**config.mk**
```make
export PLATFORM = sky130hd
export DESIGN_NAME = segre_id_stage
export DESIGN_NICKNAME = d
export VERILOG_FILES = /design/src/rtl/segre_id_stage.sv
export SDC_FILE = /design/constraint.sdc
export NUM_CORES = 2
export LEC_CHECK = 0
export CORE_MARGIN = 8
export CORE_UTILIZATION = 51
export CTS_BUF_LIST = sky130_fd_sc_hd__clkbuf_8
export DETAILED_ROUTE_END_ITERATION = 7
export PLACE_DENSITY = 0.74
export SYNTH_ARGS = -nofsm -noshare
export SYNTH_HDL_FRONTEND = slang
export SYNTH_SLANG_ARGS = --single-unit
```
**constraint.sdc**
```tcl
create_clock -name clk_i -period 2.4 [get_ports clk_i]
set_input_delay 0.6 -clock clk_i [delete_from_list [all_inputs] [get_ports clk_i]]
set_output_delay 0.6 -clock clk_i [all_outputs]
set_load 0.03 [all_outputs]
```
**src/rtl/segre_id_stage.sv**
```systemverilog
// segre_id_stage: RV32I decode stage with integer register file and ID/EX output register

package segre_pkg;
    localparam int WORD_SIZE = 32;
    localparam int ADDR_SIZE = 32;
    localparam logic [WORD_SIZE-1:0] NOP_INSTR = 32'h0000_0013;
    typedef enum logic [2:0] {IF_STATE, ID_STATE, EX_STATE, MEM_STATE, WB_STATE} fsm_state_e;
    typedef enum logic [1:0] {BYTE, HALF, WORD} memop_data_type_e;
endpackage

module segre_id_stage
    import segre_pkg::*;
#(
    parameter int NUM_REGS   = 32,
    parameter int REG_ADDR_W = 5
) (
    input  logic                  clk_i,
    input  logic                  rst_i,
    input  fsm_state_e            fsm_state_i,
    input  logic [WORD_SIZE-1:0]  instr_i,
    input  logic [ADDR_SIZE-1:0]  pc_i,
    input  logic                  rf_we_i,
    input  logic [REG_ADDR_W-1:0] rf_waddr_i,
    input  logic [WORD_SIZE-1:0]  rf_wdata_i,
    output logic [WORD_SIZE-1:0]  rs1_data_o,
    output logic [WORD_SIZE-1:0]  rs2_data_o,
    output logic [WORD_SIZE-1:0]  imm_o,
    output logic [ADDR_SIZE-1:0]  pc_o,
    output logic [REG_ADDR_W-1:0] rd_addr_o,
    output logic [3:0]            alu_op_o,
    output logic                  alu_src_a_o,
    output logic                  alu_src_b_o,
    output logic                  mem_rd_o,
    output logic                  mem_wr_o,
    output memop_data_type_e      mem_type_o,
    output logic                  mem_unsigned_o,
    output logic                  rf_we_o,
    output logic                  br_o,
    output logic [2:0]            br_cond_o,
    output logic                  jump_o,
    output logic                  jalr_o,
    output logic                  illegal_o
);
    localparam logic [6:0] OPC_LOAD = 7'h03, OPC_FENCE = 7'h0F, OPC_OP_IMM = 7'h13, OPC_AUIPC = 7'h17,
                           OPC_STORE = 7'h23, OPC_OP = 7'h33, OPC_LUI = 7'h37, OPC_BRANCH = 7'h63,
                           OPC_JALR = 7'h67, OPC_JAL = 7'h6F, OPC_SYSTEM = 7'h73;
    localparam logic [3:0] ALU_ADD = 4'd0, ALU_SUB = 4'd1, ALU_SLL = 4'd2, ALU_SLT = 4'd3, ALU_SLTU = 4'd4,
                           ALU_XOR = 4'd5, ALU_SRL = 4'd6, ALU_SRA = 4'd7, ALU_OR = 4'd8, ALU_AND = 4'd9,
                           ALU_PASS_B = 4'd10;

    typedef struct packed {
        logic [WORD_SIZE-1:0]  rs1_data;
        logic [WORD_SIZE-1:0]  rs2_data;
        logic [WORD_SIZE-1:0]  imm;
        logic [ADDR_SIZE-1:0]  pc;
        logic [REG_ADDR_W-1:0] rd_addr;
        logic [3:0]            alu_op;
        logic                  alu_src_a;
        logic                  alu_src_b;
        logic                  mem_rd;
        logic                  mem_wr;
        memop_data_type_e      mem_type;
        logic                  mem_unsigned;
        logic                  rf_we;
        logic                  br;
        logic [2:0]            br_cond;
        logic                  jump;
        logic                  jalr;
        logic                  illegal;
    } id_out_t;

    logic [WORD_SIZE-1:0]  rf_q [NUM_REGS];
    logic [WORD_SIZE-1:0]  rf_d [NUM_REGS];
    id_out_t               out_q, out_d, dec;
    logic [6:0]            opcode;
    logic [2:0]            f3;
    logic [3:0]            alu_f;
    logic [REG_ADDR_W-1:0] rs1_idx, rs2_idx;
    logic [WORD_SIZE-1:0]  rs1_rd, rs2_rd, imm_i, imm_s, imm_b, imm_u, imm_j;

    assign opcode  = instr_i[6:0];
    assign f3      = instr_i[14:12];
    assign rs1_idx = instr_i[19:15];
    assign rs2_idx = instr_i[24:20];
    assign imm_i   = {{20{instr_i[31]}}, instr_i[31:20]};
    assign imm_s   = {{20{instr_i[31]}}, instr_i[31:25], instr_i[11:7]};
    assign imm_b   = {{20{instr_i[31]}}, instr_i[7], instr_i[30:25], instr_i[11:8], 1'b0};
    assign imm_u   = {instr_i[31:12], 12'b0};
    assign imm_j   = {{12{instr_i[31]}}, instr_i[19:12], instr_i[20], instr_i[30:21], 1'b0};

    // A pending writeback to the same index is forwarded so the captured operand is never stale
    assign rs1_rd = (rs1_idx == '0) ? '0 : (rf_we_i && rf_waddr_i == rs1_idx) ? rf_wdata_i : rf_q[rs1_idx];
    assign rs2_rd = (rs2_idx == '0) ? '0 : (rf_we_i && rf_waddr_i == rs2_idx) ? rf_wdata_i : rf_q[rs2_idx];

    // SUB only exists for register-register ops; funct7[5] selects arithmetic right shift for both forms
    assign alu_f = f3 == 3'd0 ? ((opcode == OPC_OP && instr_i[30]) ? ALU_SUB : ALU_ADD) :
                   f3 == 3'd1 ? ALU_SLL : f3 == 3'd2 ? ALU_SLT : f3 == 3'd3 ? ALU_SLTU :
                   f3 == 3'd4 ? ALU_XOR : f3 == 3'd5 ? (instr_i[30] ? ALU_SRA : ALU_SRL) :
                   f3 == 3'd6 ? ALU_OR : ALU_AND;

    // Register file next state: writeback in WB_STATE only, x0 never written
    always_comb begin
        rf_d = rf_q;
        if (rf_we_i && fsm_state_i == WB_STATE && rf_waddr_i != '0) rf_d[rf_waddr_i] = rf_wdata_i;
    end

    // Instruction decode; illegal encodings keep their datapath fields but lose all side effects
    always_comb begin
        dec          = '0;
        dec.mem_type = WORD;
        dec.rs1_data = rs1_rd;
        dec.rs2_data = rs2_rd;
        dec.pc       = pc_i;
        dec.rd_addr  = instr_i[11:7];
        case (opcode)
            OPC_OP: begin
                dec.alu_op = alu_f;
                dec.rf_we  = 1'b1;
            end
            OPC_OP_IMM: begin
                dec.alu_op    = alu_f;
                dec.alu_src_b = 1'b1;
                dec.imm       = imm_i;
                dec.rf_we     = 1'b1;
            end
            OPC_LOAD: begin
                dec.alu_src_b    = 1'b1;
                dec.imm          = imm_i;
                dec.mem_rd       = 1'b1;
                dec.rf_we        = 1'b1;
                dec.mem_type     = memop_data_type_e'(f3[1:0]);
                dec.mem_unsigned = f3[2];
                dec.illegal      = f3 == 3'd3;
            end
            OPC_STORE: begin
                dec.alu_src_b = 1'b1;
                dec.imm       = imm_s;
                dec.mem_wr    = 1'b1;
                dec.mem_type  = memop_data_type_e'(f3[1:0]);
                dec.illegal   = f3 > 3'd2;
            end
            OPC_LUI: begin
                dec.alu_op    = ALU_PASS_B;
                dec.alu_src_b = 1'b1;
                dec.imm       = imm_u;
                dec.rf_we     = 1'b1;
            end
            OPC_AUIPC: begin
                dec.alu_src_a = 1'b1;
                dec.alu_src_b = 1'b1;
                dec.imm       = imm_u;
                dec.rf_we     = 1'b1;
            end
            OPC_JAL: begin
                dec.alu_src_a = 1'b1;
                dec.alu_src_b = 1'b1;
                dec.imm       = imm_j;
                dec.jump      = 1'b1;
                dec.rf_we     = 1'b1;
            end
            OPC_JALR: begin
                dec.alu_src_a = 1'b1;
                dec.alu_src_b = 1'b1;
                dec.imm       = imm_i;
                dec.jump      = 1'b1;
                dec.jalr      = 1'b1;
                dec.rf_we     = 1'b1;
            end
            OPC_BRANCH: begin
                dec.br      = 1'b1;
                dec.alu_op  = ALU_SUB;
                dec.imm     = imm_b;
                dec.br_cond = f3;
                dec.illegal = f3 == 3'd2 || f3 == 3'd3;
            end
            OPC_FENCE, OPC_SYSTEM: ;
            default: dec.illegal = 1'b1;
        endcase
        if (dec.illegal) begin
            dec.rf_we  = 1'b0;
            dec.mem_rd = 1'b0;
            dec.mem_wr = 1'b0;
            dec.br     = 1'b0;
            dec.jump   = 1'b0;
        end
        if (dec.rd_addr == '0) dec.rf_we = 1'b0;
    end

    // Output register captures the decode only in ID_STATE and holds otherwise
    always_comb begin
        out_d = (fsm_state_i == ID_STATE) ? dec : out_q;
    end

    // State update; reset drops both the pending decode and the pending writeback
    always_ff @(posedge clk_i) begin
        if (rst_i) begin
            out_q          <= '0;
            out_q.mem_type <= WORD;
            rf_q           <= '{default: '0};
        end else begin
            out_q <= out_d;
            rf_q  <= rf_d;
        end
    end

    assign rs1_data_o     = out_q.rs1_data;
    assign rs2_data_o     = out_q.rs2_data;
    assign imm_o          = out_q.imm;
    assign pc_o           = out_q.pc;
    assign rd_addr_o      = out_q.rd_addr;
    assign alu_op_o       = out_q.alu_op;
    assign alu_src_a_o    = out_q.alu_src_a;
    assign alu_src_b_o    = out_q.alu_src_b;
    assign mem_rd_o       = out_q.mem_rd;
    assign mem_wr_o       = out_q.mem_wr;
    assign mem_type_o     = out_q.mem_type;
    assign mem_unsigned_o = out_q.mem_unsigned;
    assign rf_we_o        = out_q.rf_we;
    assign br_o           = out_q.br;
    assign br_cond_o      = out_q.br_cond;
    assign jump_o         = out_q.jump;
    assign jalr_o         = out_q.jalr;
    assign illegal_o      = out_q.illegal;
endmodule

```
# Yosys cells after proc, flatten, opt, wreduce, memory -nomap -nowiden
# Cells that the tools add are included.
[totals] reg_bits=1176 latch_bits=0 mem_bits_rw=0 rom_bits=0 inputBits=107 out_inout_bits=152 word_cells=139 mem_count=0
[classes] add_sub_neg=0 multipliers=0 div_mod_pow=0 magnitude_cmp=5 eq_ne=21 shift=0 n_mux=39 bitwise_logic=3 n_reduce_logical=21
[op_table] op="$bwmux 1024" count=1
[op_table] op="$bmux 32 s5" count=2
[op_table] op="$mux 32" count=9
[op_table] op="$demux 32 s5" count=1
[op_table] op="$pmux 32 s5" count=1
[op_table] op="$eq 7x7->1 const B" count=4
[op_table] op="$mux 4" count=7
[op_table] op="$eq 7x6->1 const B" count=3
[op_table] op="$ge 6x6->1 const B" count=3
[op_table] op="$not 5->6" count=3
[op_table] op="$logic_not 5->1" count=3
[op_table] op="$eq 7x5->1 const B" count=2
[op_table] op="$reduce_or 7->1" count=2
[op_table] op="$mux 1" count=13
[op_table] op="$eq 3x3->1 const B" count=4
[op_table] op="$pmux 4 s3" count=1
[op_table] op="$eq 5x5->1" count=2
[op_table] op="$reduce_or 2->1" count=4
[op_table] op="$reduce_or 8->1" count=1
[op_table] op="$eq 7x2->1 const B" count=1
[op_table] op="$eq 7x4->1 const B" count=1
[op_table] op="$eq 3x1->1 const B" count=2
[op_table] op="$eq 3x2->1 const B" count=2
[op_table] op="$logic_and 1x1->1" count=6
[op_table] op="8 further kinds" count=11

# Longest topological paths before layout
[logic_depth] ltp_word=9 depth_mapped=10 depth_no_buf=6

# Worst setup path after synthesis
# Ideal clock, no wire load.
[synth_path] kind="in2reg" startpoint="in instr_i[15]" endpoint="reg out_q, in the netlist rs1_data_o[12]" setup_time_ns=0.138 t_arrival_ns=2.232 required_time_ns=2.262 path_slack_ns=0.030 path_stages=8 n_path_buf=3 cell_sequence="buf_2 buf_2 buf_2 mux4_2 mux2i_1 a21oi_1 nand2_1 o221ai_1"
[synth_via] elab_chain_cells=6
[synth_lines] item="from (decl)" line="20" rtl="input logic [WORD_SIZE-1:0] instr_i,"
[synth_lines] item="$not 5->6 (implied by the code)" line="92" rtl="assign rs1_rd = (rs1_idx == '0) ? '0 : (rf_we_i && rf_waddr_i == rs1_idx) ? rf_wdata_i : rf_q[rs1_idx];"
[synth_lines] item="$bmux 32 s5" line="92"
[synth_lines] item="$mux 32 (implied by the code) (2 in a row)" line="92"
[synth_lines] item="$mux 32" line="92"
[synth_lines] item="$mux 32 *" line="92"
[synth_lines] item="to (signal assigned)" line="201" rtl="out_q <= out_d;"
[synth_lines] item="to (decl)" line="74" rtl="id_out_t out_q, out_d, dec;"
# Every way passes the cells marked *; elsewhere a longest branch is shown, timed or not. The select of a mux whose other input is x is not followed.
# A chain may end at the register's enable or synchronous reset.

# Worst setup path after layout
[layout_path] startpoint="reg out_q, in the netlist rs2_data_o[13]" endpoint="out rs2_data_o[13]"
[layout_rtl] item="to (decl)" line="26" rtl="output logic [WORD_SIZE-1:0] rs2_data_o,"
# No word-level cell between the ends.

==> out/results.md <==
| Item | Value |
|---|---|
| Endpoint of the lowest-slack register-to-register path | rs2_data_o[4] |
| Most area-consuming cells after synthesis | sky130_fd_sc_hd__dfxtp_1 40%, sky130_fd_sc_hd__nand2_1 14%, sky130_fd_sc_hd__mux4_2 12%, sky130_fd_sc_hd__a21oi_1 9.4%, sky130_fd_sc_hd__mux2i_1 7.6% |
| Overall power of the completed layout | 42.4 mW |
| Largest net degree at the start of global routing | 137 |
| Setup repair bufs after CTS | 0 |
| Main combinational cell family by area after synthesis | multiplexers |
| Final WS setup | -0.00336 ns |
| Required @ worst endpoint | 1.80 ns |
| RSZ-0062 raised after global routing | no |
| Detail-routed net length per standard cell | 28.1 µm |
| Number of buffers inserted by port buffering | 258 |
| Compound-cell area share of the yosys netlist | 16.0% |
| Number of unique standard cell types used by synthesis | 65 |
| Worst path top cell family by delay | flip-flops |
| DR vias | 59500 |
| Syn_nets | 7012 |
| Critical Path Sink Type | output pin |
| Peak fanout along the critical path | 2 |
| Share of async-settable or async-resettable flops after synthesis | 0% |
| Final Hold Vio Count | 0 |
| Arrival time at the worst endpoint | 1.80 ns |
| Detailed Place HPWL | 166000 µm |
| Clock tree from TritonCTS | yes |
| Antenna violations before repair | 16 |
| First-pass GRT wire length | 364000 µm |
| Routed wire length | 251000 µm |
| Global router's overall resource usage | 37.9% |
| RR Startpoint | rf_q[868] |
| DRC | 1 |
| Clock network latency to the later pin of the worst-skew pair | 0.92 ns |
| Via count of the first global-routing pass | 56700 |
| Pre-CTS setup slack | -0.480 ns |
| Slowest CP cell | sky130_fd_sc_hd__dfxtp_1 |
| Placer congestion estimate | 1.03 |
| Post-CTS sizing | 226 |
| Worst setup path startpoint | rs2_data_o[13] |
| Buffer depth of the longest clock path | 3 |
| Die width | 355 µm |
| Violated checks | design-rule violations, negative setup slack |
| Period utilisation layout | 100% |
| Synthesis-to-finish area growth | 22.7% |
| Setup slack of the most critical reg-to-reg path | 0.44 ns |
| Hold Path Cell Cnt | 3 |
| FF+latch count, synth | 1176 |
| Most frequently used cell type in the post-synthesis netlist | sky130_fd_sc_hd__nand2_1 |
| Synthesized instance count | 6905 |
| Placeable core region | 0.114 mm² |
| Instance area at placement | 0.0679 mm² |
| Post-synthesis instance area | 0.0585 mm² |
| Starting density of the core | 51.3% |
| Power density cells | 591 mW/mm² |
| Post-DRT Antenna Nets | 0 |
| H-tree levels | 4 |
| Clock net sink count | 1176 |
| Count of cells along the worst register-to-register path | 6 |
| Worst Path Class, Setup | register to output pin |
| Fin Clk Skew | 0.0396 ns |
| Mapped Avg Cell Area | 8.48 µm² |
| Crit-path max cell delay | 0.45 ns |
| Max-cap violations | 0 |
| Worst supply voltage drop on vdd | 0.651 mV |
| Worst Path Buf+Inv | 1 |
| Worst hold endpoint | rf_q[362] |
| Max-Slew Margin vs Limit | 40.1% |
| Count of yosys warnings during synthesis | 0 |
| Pleak | 25.9 nW |
| Number of rows in the core area | 124 |
| End-of-flow core utilization | 63.0% |
| Final setup violation count | 1 |
| Total die area | 0.126 mm² |
| Fraction of layout instances using a drive strength above 1 | 19.7% |
| Most instantiated cells after synthesis | 2130 x sky130_fd_sc_hd__nand2_1, 1176 x sky130_fd_sc_hd__dfxtp_1, 1102 x sky130_fd_sc_hd__a21oi_1, 526 x sky130_fd_sc_hd__clkbuf_1, 444 x sky130_fd_sc_hd__mux2i_1 |
| Count of flip-flops with a built-in enable after synthesis | 0 |
| Hold_buf cts | 0 |
| Non-Filler Cell Area, Final | 0.0718 mm² |
| Drt pass-1 iters | 8 |
| Area share of fa/ha/maj cells after synthesis | 0% |
| Clock transition at the register clock pins on the worst setup and hold paths after CTS | 0.06 ns |
| Final Critical Period | 2.40 ns |
| Status | complete, but fails checks |
| Synth Area in XOR/XNOR | 0.150% |
| Cell accounting for the most synthesized area | sky130_fd_sc_hd__dfxtp_1 |
| Proportion of synthesized chip area in sequential cells | 40.2% |
| Clock root buffer | sky130_fd_sc_hd__clkbuf_8 |
| Via count normalized by instance count | 6.64 |
| CP cell instances | dlygate4sd2_1 |
| Worst Tran Pin Value | 0.891 ns |
| Final global-route overflow total | 0 |
| Simple-gate share of the synthesized area | 17.2% |
| Final Slew Violations | 0 |
| Initial DRC Count | 9980 |
| Kind of path behind the tightest hold check | input pin to register |
| Achievable frequency | 416 MHz |
| Post-route setup TNS | -0.00336 ns |
| # IOs | 259 |
| TritonCTS buffer count | 194 |
| Worst Setup Start Kind | register |
| Fin nets | 7391 |
| Proportion of synthesized area in mux cells | 21.1% |
| Worst hold start | rst_i |
| Top_reg_cell synth | sky130_fd_sc_hd__dfxtp_1 |
| Yosys top cell area share | 40.2% |
| Chip Height | 355 µm |
[worst max path at each step]
stage	endpoint	depth (start not counted)
global route	rs1_data_o[23]	1
floorplan	rs1_data_o[12]	8
finish	rs2_data_o[13]	1
detailed placement	rf_q[381]	8
CTS	imm_o[13]	1
global placement	rf_q[352]	8
[per-stage QoR]
stage               std cells  hold slack [ns]
global placement         8600            0.439
finish                   8961            0.186
CTS                      8946            0.127
detailed placement       8600            0.446
floorplan                6905            0.442
global route             8954            0.159
[cell usage in the layout (no fill, tap or decap), drive strengths merged, types with 8 or more instances in the layout]
cell           netlist  final
a211oi              64     64
a2111oi             15     15
nor2               151    151
o22ai               30     30
a22o                23     23
nor2b               74     74
o211ai              17     17
clkdlybuf4s15        0     35
o221ai              32     32
a21oi             1104   1104
nand4                9      9
a21boi              17     17
buf                197    658
mux4               306    306
clkinv               0     21
nor3                34     34
a221oi              31     31
inv                  7     72
nand2             2130   2130
o21a                 8      8
nand3               28     28
dlygate4sd2          0    114
diode                0     15
clkdlybuf4s50        0     97
and3                23     23
mux2i              444    444
a31oi               40     40
xor2                 8      8
dfxtp             1176   1176
a22oi              158    158
mux2                90     90
and2                31     31
clkbuf             526    251
nor4                10     10
o21ai               63     63
[power by group]
group	internal, mW	switching [mW]
Clock	9.92	8.59
Combinational	1.60	2.64
Sequential	19.6	0.0820
[kinds of logic (layout without fill, tap and decap cells)]
kind of cell / Yosys count / after routing
mux: 840 / 840
xor+xnor: 10 / 10
compound gates: 1623 / 1623
other cells: 0 / 15
buf+inv: 730 / 1259
simple gates: 2526 / 2526
flops: 1176 / 1176
[state kept, by name, summed over array words and instances (netlist names), 2 cells and up]
name        count
rs2_data_o     32
br_cond_o       3
rs1_data_o     32
mem_type_o      2
rf_q         1024
pc_o           32
alu_op_o        4
imm_o          32
rd_addr_o       5
[area by class of cell]
class | count | area, µm²
fillers | 9331 | 42200
multi-input cells | 4999 | 32200
flip-flops and latches | 1176 | 23600
repair buffers | 906 | 10100
clock buffers | 249 | 3430
well taps | 1512 | 1890
clock inverters | 97 | 601
diodes | 15 | 37.5
inverters | 7 | 26.3
[layer usage]
metal  part of all wire, %  track usage (%)
met3                    16             14.3
met4                   8.6             27.5
met1                    35             47.4
met2                    40             53.3
met5                 0.028                0
Note: power is estimated with default switching activity, not from simulation.
